===== src/rtl/ifetch_req_pkg.sv =====
// Shared types for the instruction-fetch requester: ibus request/response
// bundles, fetch FSM states and the default boot PC.
package ifetch_req_pkg;

  localparam logic [63:0] PC_RESET_DEFAULT = 64'h0000_0000_8000_0000;

  typedef struct packed {
    logic        valid;
    logic [63:0] addr;
  } ibus_req_t;

  typedef struct packed {
    logic        data_ok;
    logic [31:0] data;
  } ibus_resp_t;

  typedef enum logic [1:0] {
    S_REQ  = 2'd0,
    S_WAIT = 2'd1,
    S_DROP = 2'd2
  } ifetch_state_t;

endpackage


===== src/rtl/ifetch_req.sv =====
// Instruction-fetch requester: one outstanding ibus read, single-entry output
// slot toward fetch, with stall and redirect handling (late responses drained).
//
//   state  | meaning
//   S_REQ  | idle; issues a read of pc_q whenever the output slot is free
//   S_WAIT | read of req_addr_q outstanding; response will be delivered
//   S_DROP | read outstanding but redirected; response will be discarded
module ifetch_req
  import ifetch_req_pkg::*;
#(
  parameter logic [63:0] PC_RESET = PC_RESET_DEFAULT,
  parameter int unsigned PC_STEP  = 4
) (
  input  logic        clk,
  input  logic        resetn,
  output logic        ireq_valid,
  output logic [63:0] ireq_addr,
  input  logic        iresp_data_ok,
  input  logic [31:0] iresp_data,
  input  logic        redirect_valid,
  input  logic [63:0] redirect_pc,
  input  logic        stall,
  output logic        out_valid,
  output logic [63:0] out_pc,
  output logic [31:0] out_instr
);

  ifetch_state_t state_q, state_d;
  logic [63:0]   pc_q, pc_d;
  logic [63:0]   req_addr_q, req_addr_d;
  logic          out_valid_q, out_valid_d;
  logic [63:0]   out_pc_q, out_pc_d;
  logic [31:0]   out_instr_q, out_instr_d;

  ibus_req_t     req;
  ibus_resp_t    resp;
  logic          slot_free;
  logic          rsp_seen;
  logic          complete;

  assign resp      = '{data_ok: iresp_data_ok, data: iresp_data};
  assign slot_free = !out_valid_q || !stall;
  // A response only counts while a request is actually on the bus.
  assign rsp_seen  = req.valid && resp.data_ok;
  assign complete  = rsp_seen && (state_q != S_DROP) && !redirect_valid;

  always_ff @(posedge clk or negedge resetn) begin
    if (!resetn) begin
      state_q     <= S_REQ;
      pc_q        <= PC_RESET;
      req_addr_q  <= '0;
      out_valid_q <= 1'b0;
      out_pc_q    <= '0;
      out_instr_q <= '0;
    end else begin
      state_q     <= state_d;
      pc_q        <= pc_d;
      req_addr_q  <= req_addr_d;
      out_valid_q <= out_valid_d;
      out_pc_q    <= out_pc_d;
      out_instr_q <= out_instr_d;
    end
  end

  always_comb begin
    state_d = state_q;
    unique case (state_q)
      S_REQ: begin
        if (req.valid && !resp.data_ok) state_d = redirect_valid ? S_DROP : S_WAIT;
      end
      S_WAIT: begin
        if (resp.data_ok)       state_d = S_REQ;
        else if (redirect_valid) state_d = S_DROP;
      end
      S_DROP: begin
        if (resp.data_ok) state_d = S_REQ;
      end
      default: state_d = S_REQ;
    endcase
  end

  always_comb begin
    req.valid = 1'b1;
    req.addr  = req_addr_q;
    if (state_q == S_REQ) begin
      req.valid = slot_free;
      req.addr  = pc_q;
    end
  end

  // Bus is quiet while held in reset even though the reset state is S_REQ.
  assign ireq_valid = req.valid && resetn;
  assign ireq_addr  = req.addr;

  always_comb begin
    pc_d        = pc_q;
    req_addr_d  = req_addr_q;
    out_valid_d = out_valid_q;
    out_pc_d    = out_pc_q;
    out_instr_d = out_instr_q;

    if (state_q == S_REQ && req.valid) req_addr_d = pc_q;

    if (redirect_valid) begin
      pc_d        = redirect_pc;
      out_valid_d = 1'b0;
    end else if (complete) begin
      pc_d        = req.addr + 64'(PC_STEP);
      out_valid_d = 1'b1;
      out_pc_d    = req.addr;
      out_instr_d = resp.data;
    end else if (out_valid_q && !stall) begin
      out_valid_d = 1'b0;
    end
  end

  assign out_valid = out_valid_q;
  assign out_pc    = out_pc_q;
  assign out_instr = out_instr_q;

endmodule


===== config.mk =====
export PLATFORM = sky130hd
export DESIGN_NAME = ifetch_req
export DESIGN_NICKNAME = d
export VERILOG_FILES = /design/src/rtl/ifetch_req_pkg.sv /design/src/rtl/ifetch_req.sv
export SDC_FILE = /design/constraint.sdc
export NUM_CORES = 1
export LEC_CHECK = 0
export BUFFER_PORTS_ARGS = -buffer_cell sky130_fd_sc_hd__buf_2
export CORE_MARGIN = 1
export CORE_UTILIZATION = 60
export DETAILED_ROUTE_END_ITERATION = 16
export PLACE_DENSITY = 0.9
export SLEW_MARGIN = 20
export SYNTH_ARGS = -nofsm -noshare
export SYNTH_HDL_FRONTEND = slang
export SYNTH_SLANG_ARGS = --single-unit

===== constraint.sdc =====
create_clock -name clk -period 6.9 [get_ports clk]
set_input_delay 0.345 -clock clk [delete_from_list [all_inputs] [get_ports clk]]
set_output_delay 0.345 -clock clk [all_outputs]
set_load 0.02 [all_outputs]

==> qor.csv, run 1 <==
metric;value;unit
status;completed;
critPathKind;reg2reg;
wl;36300;microns
gp_congestion;0.906;
multi_input_area;0.00606;sq mm
dieHeight;145;microns
n_antenna_cell;0;
htree_num_levels;1;
worst_pin_slew;1.08;ns
die-area;0.0211;sq mm
layout-drive-gt1-share;26.5;%
layout_setup_ws;2.32;ns
dpl.hpwl;24200;microns
min_from;iresp_data[16];
synthCells;1312;
p_sw_share;36.8;%
final_common_cell;nand2_1;
seq_area;0.00568;sq mm
r2r-start;state_q[1]$_DFFE_PN0P_;
cts_sinks;227;
cts_tree;yes;
grt_usage;34.1;%
rsz0062_at_grt;no;
hold_ws;0.0145;ns
synth_warnings;0;
via_count;11500;
hold_violations;0;
finalCriticalPeriod;4.58;ns
skew;0.0104;ns
firstDrtPassIters;6;
cp.arrival;4.99;ns
overflow;0;
drv_slew;0;
ys_async_sr_fraction;100;%
fin_cells;1813;
cts.clk_slew.worst_paths;0.06;ns
synth-compound-area-share;14.5;%
antenna_found_initial;0;
stdcell_area;0.0146;sq mm
required;7.31;ns
seq_power_share;39.5;%
rows;52;
fmax;219;MHz
grt_max_degree;104;
drc_errors;0;
synthToLayoutAreaGrowth;18.4;%
synth_cell_type_count;65;
drtIter0Drc;1365;
synth_fa_ha_area_share;0.102;%
portBuffers;262;
initial_core_util;61.0;%
netlist_area;0.0123;sq mm
synth_top_family_by_area;simple AND/OR/NAND/NOR gates;
cap_violations;0;
tns;0;ns
power.total;4.80;mW
synth-edff-count;0;
muxShareOfSynthArea;10.5;%
setup_violations;0;
synthSimpleGateAreaFrac;21.2;%
clockPowerShare;29.5;%
place_ws;2.45;ns
clockRootBuffer;clkbuf_16;
power_frac_comb;31.0;%
syn_nets;1414;
avgViaCountPerCell;6.32;
io_pins;263;
final_cell_mix;nand2_1 (319), buf_2 (260), dfrtp_1 (224), o21ai_0 (80), mux2_2 (68);
yosys.area_share.xor_xnor;2.71;%
peakVddDrop;0.000202;V
core;0.0202;sq mm
cts_resized;0;
start_kind;register;
avgSynthCellArea;9.37;sq um
cellLeakagePower;6.95;nW
fillers;1452;
place_area;0.0137;sq mm
p_int;3.04;mW
ys_seq_area_share;46.2;%
worst_hold_path_type;in2reg;
switching_power;1.76;mW
crit_start;state_q[1]$_DFFE_PN0P_;
final_core_util;72.2;%
yosys_register_bits;227;
wl_per_cell;20.0;microns
dieWidth;145;microns
crit_fanout;61;
powerDensity;330;mW/mm^2
clk_latency;0.52;ns
cts_buffers;24;
synth_flop_cell;dfrtp_1;
grt_pass1_wl;58200;microns
place_inst;1768;
relSlewSlack;28.3;%
finalNetCount;1627;
max-clock-path-buffers;3;
antenna_left;0;
grt_pass1_vias;11000;
fin_crit_sh;66.3;%
end_kind;register;
[worst max-delay path, stage by stage (launching register included)]
cell,delay (ns)
dfrtp_2,0.82
buf_4,0.59
or2_4,0.57
nand2_1,0.14
nand2_1,0.13
ha_1,0.28
a21boi_0,0.35
nand4_2,0.24
or4b_1,0.74
o31a_1,0.36
o31ai_1,0.24
[state kept, by name, indices dropped and copies added, names as in the netlist]
register / flops
req_addr_q: 64
state_q: 2
pc_q: 64
out_instr: 32
out_pc: 64
out_valid: 1
[logic make-up after synthesis]
kind of cell             after synthesis
flip-flops                           227
adder cells (fa/ha/maj)                1
buffers and inverters                136
XOR/XNOR                              38
AO/OA/AOI/OAI                        268
multiplexers                         121
AND/OR/NAND/NOR                      521
[layout make-up]
cell class              count  area share (%)
multi-input cells         949            41.6
flip-flops and latches    227            39.0
repair buffers            276            9.86
clock buffers              27            4.42
well taps                 270            2.32
clock inverters            17            1.51
inverters                  47            1.21
[metal layers]
layer / GRT usage, % / vias up / wire (microns)
li1: - / 5090 / -
met1: 45.2 / 5482 / 14000
met2: 53.3 / 742 / 16700
met3: 7.48 / 146 / 3790
met4: 16.7 / 0 / 1760
met5: 0 / - / 0
[power by group through the flow]
stage | Sequential [mW] | Clock, mW | Combinational [mW]
2_1_floorplan | 2.01 | 0 | 0.824
6_report | 1.90 | 1.41 | 1.49
4_1_cts | 1.88 | 1.42 | 1.48
3_3_place_gp | 1.88 | 0 | 1.43
5_1_grt | 1.93 | 1.47 | 1.61
3_5_place_dp | 1.90 | 0 | 1.47
[path summary, 6_finish.rpt]
kind,depth (start not counted),endpoint,slack [ns]
min,3,out_instr[16]$_DFFE_PN0P_,0.01
min in group asynchronous,2,pc_q[9]$_DFFE_PN0P_,0.46
max,10,pc_q[48]$_DFFE_PN0P_,2.32
max in group asynchronous,3,out_instr[26]$_DFFE_PN0P_,5.20
max reg2reg,10,pc_q[48]$_DFFE_PN0P_,2.32
min reg2reg,2,out_instr[15]$_DFFE_PN0P_,0.47
[Yosys cell counts, types with 2 or more instances]
| cell | instances | area [sq um] |
|---|---|---|
| inv_1 | 47 | 176 |
| a31oi_1 | 8 | 50.1 |
| or3_1 | 2 | 12.5 |
| or3b_1 | 4 | 35.0 |
| nor3_1 | 13 | 65.1 |
| nor4_2 | 3 | 37.5 |
| nand4_2 | 2 | 25.0 |
| a21o_1 | 8 | 60.1 |
| o221ai_1 | 19 | 166 |
| and2_1 | 5 | 31.3 |
| o31ai_1 | 7 | 52.6 |
| nor4b_1 | 5 | 43.8 |
| o21a_1 | 8 | 60.1 |
| nor2_1 | 33 | 124 |
| a222oi_1 | 7 | 70.1 |
| buf_4 | 6 | 45.0 |
| or3b_2 | 3 | 26.3 |
| a22oi_1 | 13 | 97.6 |
| nand3_1 | 30 | 150 |
| nand4bb_1 | 34 | 383 |
| xnor2_1 | 38 | 333 |
| buf_6 | 5 | 56.3 |
| nor2b_1 | 6 | 37.5 |
| a22o_1 | 2 | 17.5 |
| and3_1 | 30 | 188 |
| a21oi_1 | 44 | 220 |
| buf_1 | 11 | 41.3 |
| dfrtp_1 | 226 | 5660 |
| o21ai_0 | 80 | 400 |
| clkbuf_1 | 51 | 191 |
| o21ai_1 | 4 | 20.0 |
| a221oi_1 | 2 | 17.5 |
| o211ai_1 | 49 | 368 |
| nor4_1 | 11 | 68.8 |
| mux2_2 | 68 | 766 |
| nand2_1 | 319 | 1200 |
| or4_1 | 3 | 22.5 |
| nand4_1 | 8 | 50.1 |
| or4bb_1 | 3 | 33.8 |
| mux2i_1 | 53 | 531 |
| a22oi_2 | 3 | 37.5 |
| buf_2 | 16 | 80.1 |
[repair_timing]
item                                   CTS  global route
endpoints found under the hold margin   96             0
hold buffers                             1             0
setup buffers                            0             0
Note: power is estimated with default switching activity, not from simulation.
==> inputs of run 2 (changes only) <==
--- a/config.mk
+++ b/config.mk
@@ -5,11 +5,12 @@
 export SDC_FILE = /design/constraint.sdc
 export NUM_CORES = 1
 export LEC_CHECK = 0
+export ABC_AREA = 1
 export BUFFER_PORTS_ARGS = -buffer_cell sky130_fd_sc_hd__buf_2
 export CORE_MARGIN = 1
-export CORE_UTILIZATION = 60
+export CORE_UTILIZATION = 55
 export DETAILED_ROUTE_END_ITERATION = 16
-export PLACE_DENSITY = 0.9
+export PLACE_DENSITY = 0.84
 export SLEW_MARGIN = 20
 export SYNTH_ARGS = -nofsm -noshare
 export SYNTH_HDL_FRONTEND = slang
==> constraint.sdc (replaced) <==
create_clock -name clk -period 4.69 [get_ports clk]
set_input_delay 0.2345 -clock clk [delete_from_list [all_inputs] [get_ports clk]]
set_output_delay 0.2345 -clock clk [all_outputs]
set_load 0.02 [all_outputs]
==> run 2 against run 1 <==
  * Non-clock buffer count increased by 56
  * Die area increased by 5.2%
  * Worst setup slack got worse by 0.86 ns
  * Synthesized area decreased by 3.5%
  * Final cell count increased by 19%
  * Routed wire length about the same
  * First-iteration DRC count decreased by 16%
  * Core utilization decreased by 2.1 points
  * Count of clock-buffer cells in the layout increased by 10
  * Power increased by 50%
  * Global-route usage decreased by 1.1 points
  * Maximum frequency increased by 42%
  * Critical endpoint is now out_pc[13]$_DFFE_PN0P_
==> qor.csv, run 2 <==
metric;value;unit;change
grt_pass1_wl;57900;microns;-0.55%
overflow;0;;unchanged
cp.arrival;3.58;ns;-1.41 ns
htree_num_levels;1;;unchanged
relSlewSlack;38.7;%;+10 points
muxShareOfSynthArea;0.190;%;-10 points
synthToLayoutAreaGrowth;24.5;%;
final_cell_mix;nand2_1 (532), buf_2 (261), dfrtp_1 (226), inv_1 (165), o21ai_0 (153);;
cts.clk_slew.worst_paths;0.06;ns;about the same
cts_buffers;25;;+4.2%
power_frac_comb;33.4;%;+2.4 points
cp_slowest_cell;nor2_4;;
cap_violations;0;;unchanged
drtIter0Drc;1148;;-16%
synth-compound-area-share;12.4;%;-2.1 points
ys_top_cells_by_count;nand2_1 (534), dfrtp_1 (226), inv_1 (165);;
avgViaCountPerCell;5.52;;-13%
layout-drive-gt1-share;21.3;%;-5.2 points
wl;36200;microns;about the same
hold_violations;0;;unchanged
dieWidth;149;microns;+2.5%
yosys.area_share.xor_xnor;0.295;%;-2.4 points
place_area;0.0133;sq mm;-2.9%
grt_max_degree;125;;+20%
rows;53;;+1.9%
seq_power_share;37.3;%;-2.2 points
status;completed;;
synthSimpleGateAreaFrac;30.4;%;+9.2 points
place_ws;1.54;ns;-0.910 ns
io_pins;263;;unchanged
netlist_area;0.0119;sq mm;-3.5%
finalNetCount;1964;;+21%
skew;0.0167;ns;+0.00633 ns
syn_nets;1676;;+19%
ys_async_sr_fraction;100;%;unchanged
portBuffers;262;;unchanged
p_sw_share;38.2;%;+1.4 points
switching_power;2.74;mW;+55%
synth.most_common_cell;nand2_1;;
dieHeight;149;microns;+2.5%
drv_slew;0;;unchanged
antenna_found_initial;0;;unchanged
via_count;11900;;+3.8%
finalCriticalPeriod;3.23;ns;-1.35 ns
end_kind;register;;
critical_path.cell_chain;inv_1 -> nand2_4 -> o21ai_1 -> nor2_4 -> inv_4 -> buf_4 -> nand2_1 -> o21ai_0;;
ys_seq_area_share;47.9;%;+1.7 points
max_stage_delay;0.67;ns;-0.15 ns
synth_top_area_share;47.7;%;+1.7 points
cellLeakagePower;7.41;nW;+6.7%
yosys_register_bits;227;;unchanged
cts_tree;yes;;
seq_area;0.00568;sq mm;about the same
die-area;0.0222;sq mm;+5.2%
synth_top_area_cell;dfrtp_1;;
p_int;4.44;mW;+46%
crit_buf_inv;3;;+2
n_antenna_cell;0;;unchanged
multi_input_area;0.00516;sq mm;-15%
place_inst;2050;;+16%
grt_usage;33.1;%;-1.1 points
fin_crit_sh;68.8;%;+2.5 points
clockPowerShare;29.3;%;-0.2 points
start_kind;register;;
synth_top_family_by_area;simple AND/OR/NAND/NOR gates;;
firstDrtPassIters;6;;unchanged
ys_top_cells_by_area;dfrtp_1 (48%), nand2_1 (17%), o21ai_0 (6.5%);;
cts_sinks;227;;unchanged
worst_hold_path_type;in2reg;;
avgSynthCellArea;7.54;sq um;-20%
setup_violations;0;;unchanged
synth_fa_ha_area_share;0.105;%;+0.0037 points
synth_flop_cell;dfrtp_1;;
worst_pin_slew;0.919;ns;-0.157 ns
crit_fanout;79;;+30%
crit_family;simple AND/OR/NAND/NOR gates;;
critPathKind;reg2reg;;
fin_cells;2155;;+19%
drc_errors;0;;unchanged
max-clock-path-buffers;3;;unchanged
powerDensity;486;mW/mm^2;+47%
fillers;1730;;+19%
synth_warnings;0;;unchanged
dpl.hpwl;24500;microns;+1.3%
synth-edff-count;0;;unchanged
antenna_left;0;;unchanged
fmax;310;MHz;+42%
synthCells;1574;;+20%
required;5.04;ns;-2.27 ns
wl_per_cell;16.8;microns;-16%
tns;0;ns;unchanged
gp_congestion;0.948;;+4.6%
grt_pass1_vias;11500;;+4.6%
peakVddDrop;0.000324;V;+60%
stdcell_area;0.0148;sq mm;+1.5%
rsz0062_at_grt;no;;
clockRootBuffer;clkbuf_16;;
clk_latency;0.52;ns;about the same
initial_core_util;56.3;%;-4.7 points
synth_cell_type_count;39;;-40%
core;0.0211;sq mm;+4.6%
final_common_cell;nand2_1;;
layout_setup_ws;1.46;ns;-0.862 ns
## run 2: cell count changes after synthesis, moves of 53 or more
cell     previous run  this run
mux2i_1            53         0
nor2_1             33       117
nand2_1           319       534
o21ai_0            80       153
inv_1              47       165
mux2_2             68         2
## run 2: area by class of cell
class,instances,share of cell area [%]
clock inverter,8,0.966
inverter,180,4.59
sequential,227,38.5
multi-input combinational,1096,34.9
timing repair buffer,332,13.7
clock buffer,37,5.01
tap,275,2.33
## run 2: layer usage
layer	up-vias	global-route usage (%)	part of all wire [%]
met5	-	0	0
met4	0	15.1	4.4
met3	117	6.51	9.0
met2	585	52.2	45
met1	5572	44.2	41
li1	5616	-	-
## run 2: timing repair
item                                   4_1_cts  5_1_grt
endpoints found under the hold margin      163        0
gates resized for setup                      0        0
buffers inserted                             0        0
hold buffers                                60        0
## run 2: power by group through the flow
| stage | Combinational (mW) | Clock (mW) | Sequential (mW) |
|---|---|---|---|
| finish | 2.40 | 2.10 | 2.68 |
| detailed placement | 2.33 | 0 | 2.70 |
| global placement | 2.27 | 0 | 2.68 |
| CTS | 2.38 | 2.12 | 2.67 |
| global route | 2.62 | 2.19 | 2.73 |
| floorplan | 1.25 | 0 | 2.95 |
## run 2: kinds of logic (layout without fill, tap and decap cells)
logic type | Yosys count | count (layout)
multiplexers | 2 | 2
AO/OA/AOI/OAI | 252 | 252
XOR/XNOR | 4 | 4
AND/OR/NAND/NOR | 837 | 837
buffers and inverters | 251 | 557
flip-flops | 227 | 227
adder cells (fa/ha/maj) | 1 | 1
## run 2: final timing paths
path | from | end | slack [ns] | cells after the start
hold reg to reg | out_pc[14]$_DFFE_PN0P_ | out_pc[14]$_DFFE_PN0P_ | 0.47 | 2
min in group asynchronous | resetn | req_addr_q[49]$_DFFE_PN0P_ | 0.35 | 2
hold / removal | redirect_pc[34] | pc_q[34]$_DFFE_PN0P_ | 0.009 | 3
setup reg to reg | state_q[1]$_DFFE_PN0P_ | out_pc[13]$_DFFE_PN0P_ | 1.46 | 8
setup / recovery | state_q[1]$_DFFE_PN0P_ | out_pc[13]$_DFFE_PN0P_ | 1.46 | 8
max in group asynchronous | resetn | out_pc[49]$_DFFE_PN0P_ | 3.13 | 3
## run 2: metrics by stage
stage / util (%) / power, mW / hold WS [ns]
global route: 70.0 / 7.55 / 0.00255
floorplan: - / 4.21 / -0.0611
finish: 70.0 / 7.18 / 0.00933
CTS: 70.0 / 7.16 / 0.00452
global placement: 63.0 / 4.95 / 0.343
detailed placement: 63.0 / 5.03 / 0.344
## run 2: worst register-to-register path: stages, from the launching register on
cell and delay, ns:
dfrtp_1 0.44, inv_1 0.13, nand2_4 0.35, o21ai_1 0.24, nor2_4 0.67, inv_4 0.51, buf_4 0.43, nand2_1 0.16
o21ai_0 0.15
==> inputs of run 3 (changes only) <==
--- a/config.mk
+++ b/config.mk
@@ -8,9 +8,9 @@
 export ABC_AREA = 1
 export BUFFER_PORTS_ARGS = -buffer_cell sky130_fd_sc_hd__buf_2
 export CORE_MARGIN = 1
-export CORE_UTILIZATION = 55
+export CORE_UTILIZATION = 50
 export DETAILED_ROUTE_END_ITERATION = 16
-export PLACE_DENSITY = 0.84
+export PLACE_DENSITY = 0.8
 export SLEW_MARGIN = 20
 export SYNTH_ARGS = -nofsm -noshare
 export SYNTH_HDL_FRONTEND = slang
==> constraint.sdc (replaced) <==
create_clock -name clk -period 2.9 [get_ports clk]
set_input_delay 0.145 -clock clk [delete_from_list [all_inputs] [get_ports clk]]
set_output_delay 0.145 -clock clk [all_outputs]
set_load 0.02 [all_outputs]
==> run 3 against run 2 <==
  * Via count rose by 3.0%
  * Clock skew fell by 0.0049 ns
  * Highest routed layer unchanged
  * Largest cell class unchanged
  * Global-route usage fell by 1.0 points
  * Maximum frequency rose by 19%
  * Count of clock-buffer cells in the layout rose by 5
  * Core utilization fell by 4.7 points
  * Register-to-register slack got worse by 1.3 ns
  * Final cell count rose by 4.3%
==> qor.csv, run 3 (synthesis results as in run 2) <==
metric;value;unit;change
powerDensity;759;mW/mm^2;+56%
die-area;0.0244;sq mm;+9.9%
p_int;7.08;mW;+60%
wl;38900;microns;+7.4%
drc_errors;0;;unchanged
final_common_cell;nand2_1;;
cp.arrival;3.11;ns;-0.47 ns
worst_pin_slew;0.727;ns;-0.192 ns
drv_slew;0;;unchanged
initial_core_util;50.7;%;-5.6 points
grt_max_degree;116;;-7.2%
layout-drive-gt1-share;21.6;%;+0.29 points
cellLeakagePower;7.65;nW;+3.2%
status;completed;;
p_sw_share;39.0;%;+0.83 points
setup_violations;0;;unchanged
cts.clk_slew.worst_paths;0.06;ns;about the same
r2r-start;state_q[0]$_DFFE_PN0P_;;
synthToLayoutAreaGrowth;28.9;%;
dieHeight;156;microns;+4.8%
rows;56;;+5.7%
final_core_util;65.3;%;-4.7 points
grt_pass1_vias;11600;;+1.4%
finalNetCount;2012;;+2.4%
min_delay_path_depth;5;;+2
crit_fanout;27;;-66%
end_kind;register;;
core;0.0234;sq mm;+11%
gp_congestion;0.985;;+3.9%
grt_usage;32.0;%;-1.0 points
grt_pass1_wl;61200;microns;+5.7%
tns;0;ns;unchanged
cts_sinks;227;;unchanged
cts_buffers;25;;unchanged
finalCriticalPeriod;2.71;ns;-0.515 ns
fmax;369;MHz;+19%
cap_violations;0;;unchanged
power_frac_comb;34.7;%;+1.3 points
max-clock-path-buffers;3;;unchanged
antenna_left;0;;unchanged
antenna_found_initial;0;;unchanged
io_pins;263;;unchanged
clockPowerShare;28.0;%;-1.3 points
skew;0.0118;ns;-0.00491 ns
worst_hold_path_type;in2reg;;
clockRootBuffer;clkbuf_16;;
seq_area;0.00568;sq mm;unchanged
relSlewSlack;51.5;%;+13 points
required;3.30;ns;-1.74 ns
dieWidth;156;microns;+4.8%
avgViaCountPerCell;5.45;;-1.2%
crit_start;state_q[0]$_DFFE_PN0P_;;
reg2reg_depth;9;;+1
r2r_setup_slack;0.19;ns;-1.28 ns
htree_num_levels;1;;unchanged
critPathKind;reg2reg;;
min_from;redirect_pc[36];;
seq_power_share;37.3;%;about the same
firstDrtPassIters;6;;unchanged
crit_end;pc_q[60]$_DFFE_PN0P_;;
reg2reg_to;pc_q[60]$_DFFE_PN0P_;;
portBuffers;262;;unchanged
via_count;12200;;+3.0%
drtIter0Drc;1079;;-6.0%
wl_per_cell;17.3;microns;+2.9%
peakVddDrop;0.000553;V;+71%
switching_power;4.53;mW;+65%
clk_latency;0.53;ns;about the same
n_antenna_cell;0;;unchanged
dpl.hpwl;26100;microns;+6.6%
fillers;2021;;+17%
fin_crit_sh;93.6;%;+25 points
multi_input_area;0.00517;sq mm;+0.12%
start_kind;register;;
cts_tree;yes;;
hold_violations;0;;unchanged
final_cell_mix;nand2_1 (532), buf_2 (261), dfrtp_1 (226), inv_1 (165), o21ai_0 (153);;
overflow;0;;unchanged
rsz0062_at_grt;no;;
==> run 3: changes by cell type in the layout (fill, tap and decap cells not counted), moves of 2 or more <==
cell	delta
buf_12	+5
clkbuf_1	+2
clkbuf_8	+3
bufinv_16	-3
dlygate4sd3_1	+31
buf_4	+11
==> run 3: how the worst min path moves through the flow <==
| stage | endpoint | slack, ns |
|---|---|---|
| after global placement | out_pc[61]$_DFFE_PN0P_ | 0.07 |
| final | pc_q[36]$_DFFE_PN0P_ | 0.006 |
| after detailed placement | out_pc[61]$_DFFE_PN0P_ | 0.07 |
| after global routing | pc_q[19]$_DFFE_PN0P_ | 0.02 |
| after floorplan | out_instr[0]$_DFFE_PN0P_ | -0.15 |
| after CTS | pc_q[36]$_DFFE_PN0P_ | 0.001 |
==> run 3: layout make-up <==
| cell class | count | share of cell area, % |
|---|---|---|
| Inverter | 180 | 4.43 |
| Timing Repair Buffer | 380 | 16.5 |
| Multi-Input combinational cell | 1096 | 33.8 |
| Sequential cell | 227 | 37.2 |
| Clock buffer | 42 | 5.16 |
| Tap cell | 319 | 2.61 |
| Clock inverter | 4 | 0.319 |
==> run 3: repair_timing <==
action	CTS	global route
gates resized for setup	0	2
endpoints found under the setup margin	0	2
hold endpoints to repair	153	0
setup buffers	0	0
hold buffers	91	0
==> run 3: power groups by stage <==
| stage | Sequential (mW) | Combinational (mW) | Clock (mW) |
|---|---|---|---|
| after floorplan | 4.77 | 2.03 | 0 |
| after global placement | 4.33 | 3.80 | 0 |
| after detailed placement | 4.36 | 3.87 | 0 |
| after CTS | 4.31 | 3.98 | 3.29 |
| after global routing | 4.40 | 4.40 | 3.42 |
| final | 4.33 | 4.03 | 3.25 |
==> run 3: metrics by stage <==
stage	setup WS (ns)	instance area, sq um	total power, mW	cells	hold WS (ns)
2_1_floorplan	0.568	11900	6.80	1574	-0.151
4_1_cts	0.215	15300	11.6	2248	0.00126
3_3_place_gp	0.268	13500	8.13	2111	0.0650
5_1_grt	0.0375	15300	12.2	2248	0.0227
6_report	0.187	15300	11.6	2248	0.00647
3_5_place_dp	0.220	13500	8.22	2111	0.0679
==> run 3: critical path, stage by stage, from the launching register on <==
cell	delay, ns
dfrtp_1	0.44
nor2_4	0.26
buf_4	0.36
o21ai_1	0.26
nor2_1	0.32
nand3_1	0.22
nor3_1	0.31
nand3_1	0.16
o21ai_1	0.16
nand3_1	0.09
==> run 3: metal layers <==
metal  share of wire, %  global-route usage (%)
met5                  0                       0
met4                3.1                    11.0
met3                9.8                    6.44
met2                 46                    51.8
met1                 41                    42.9
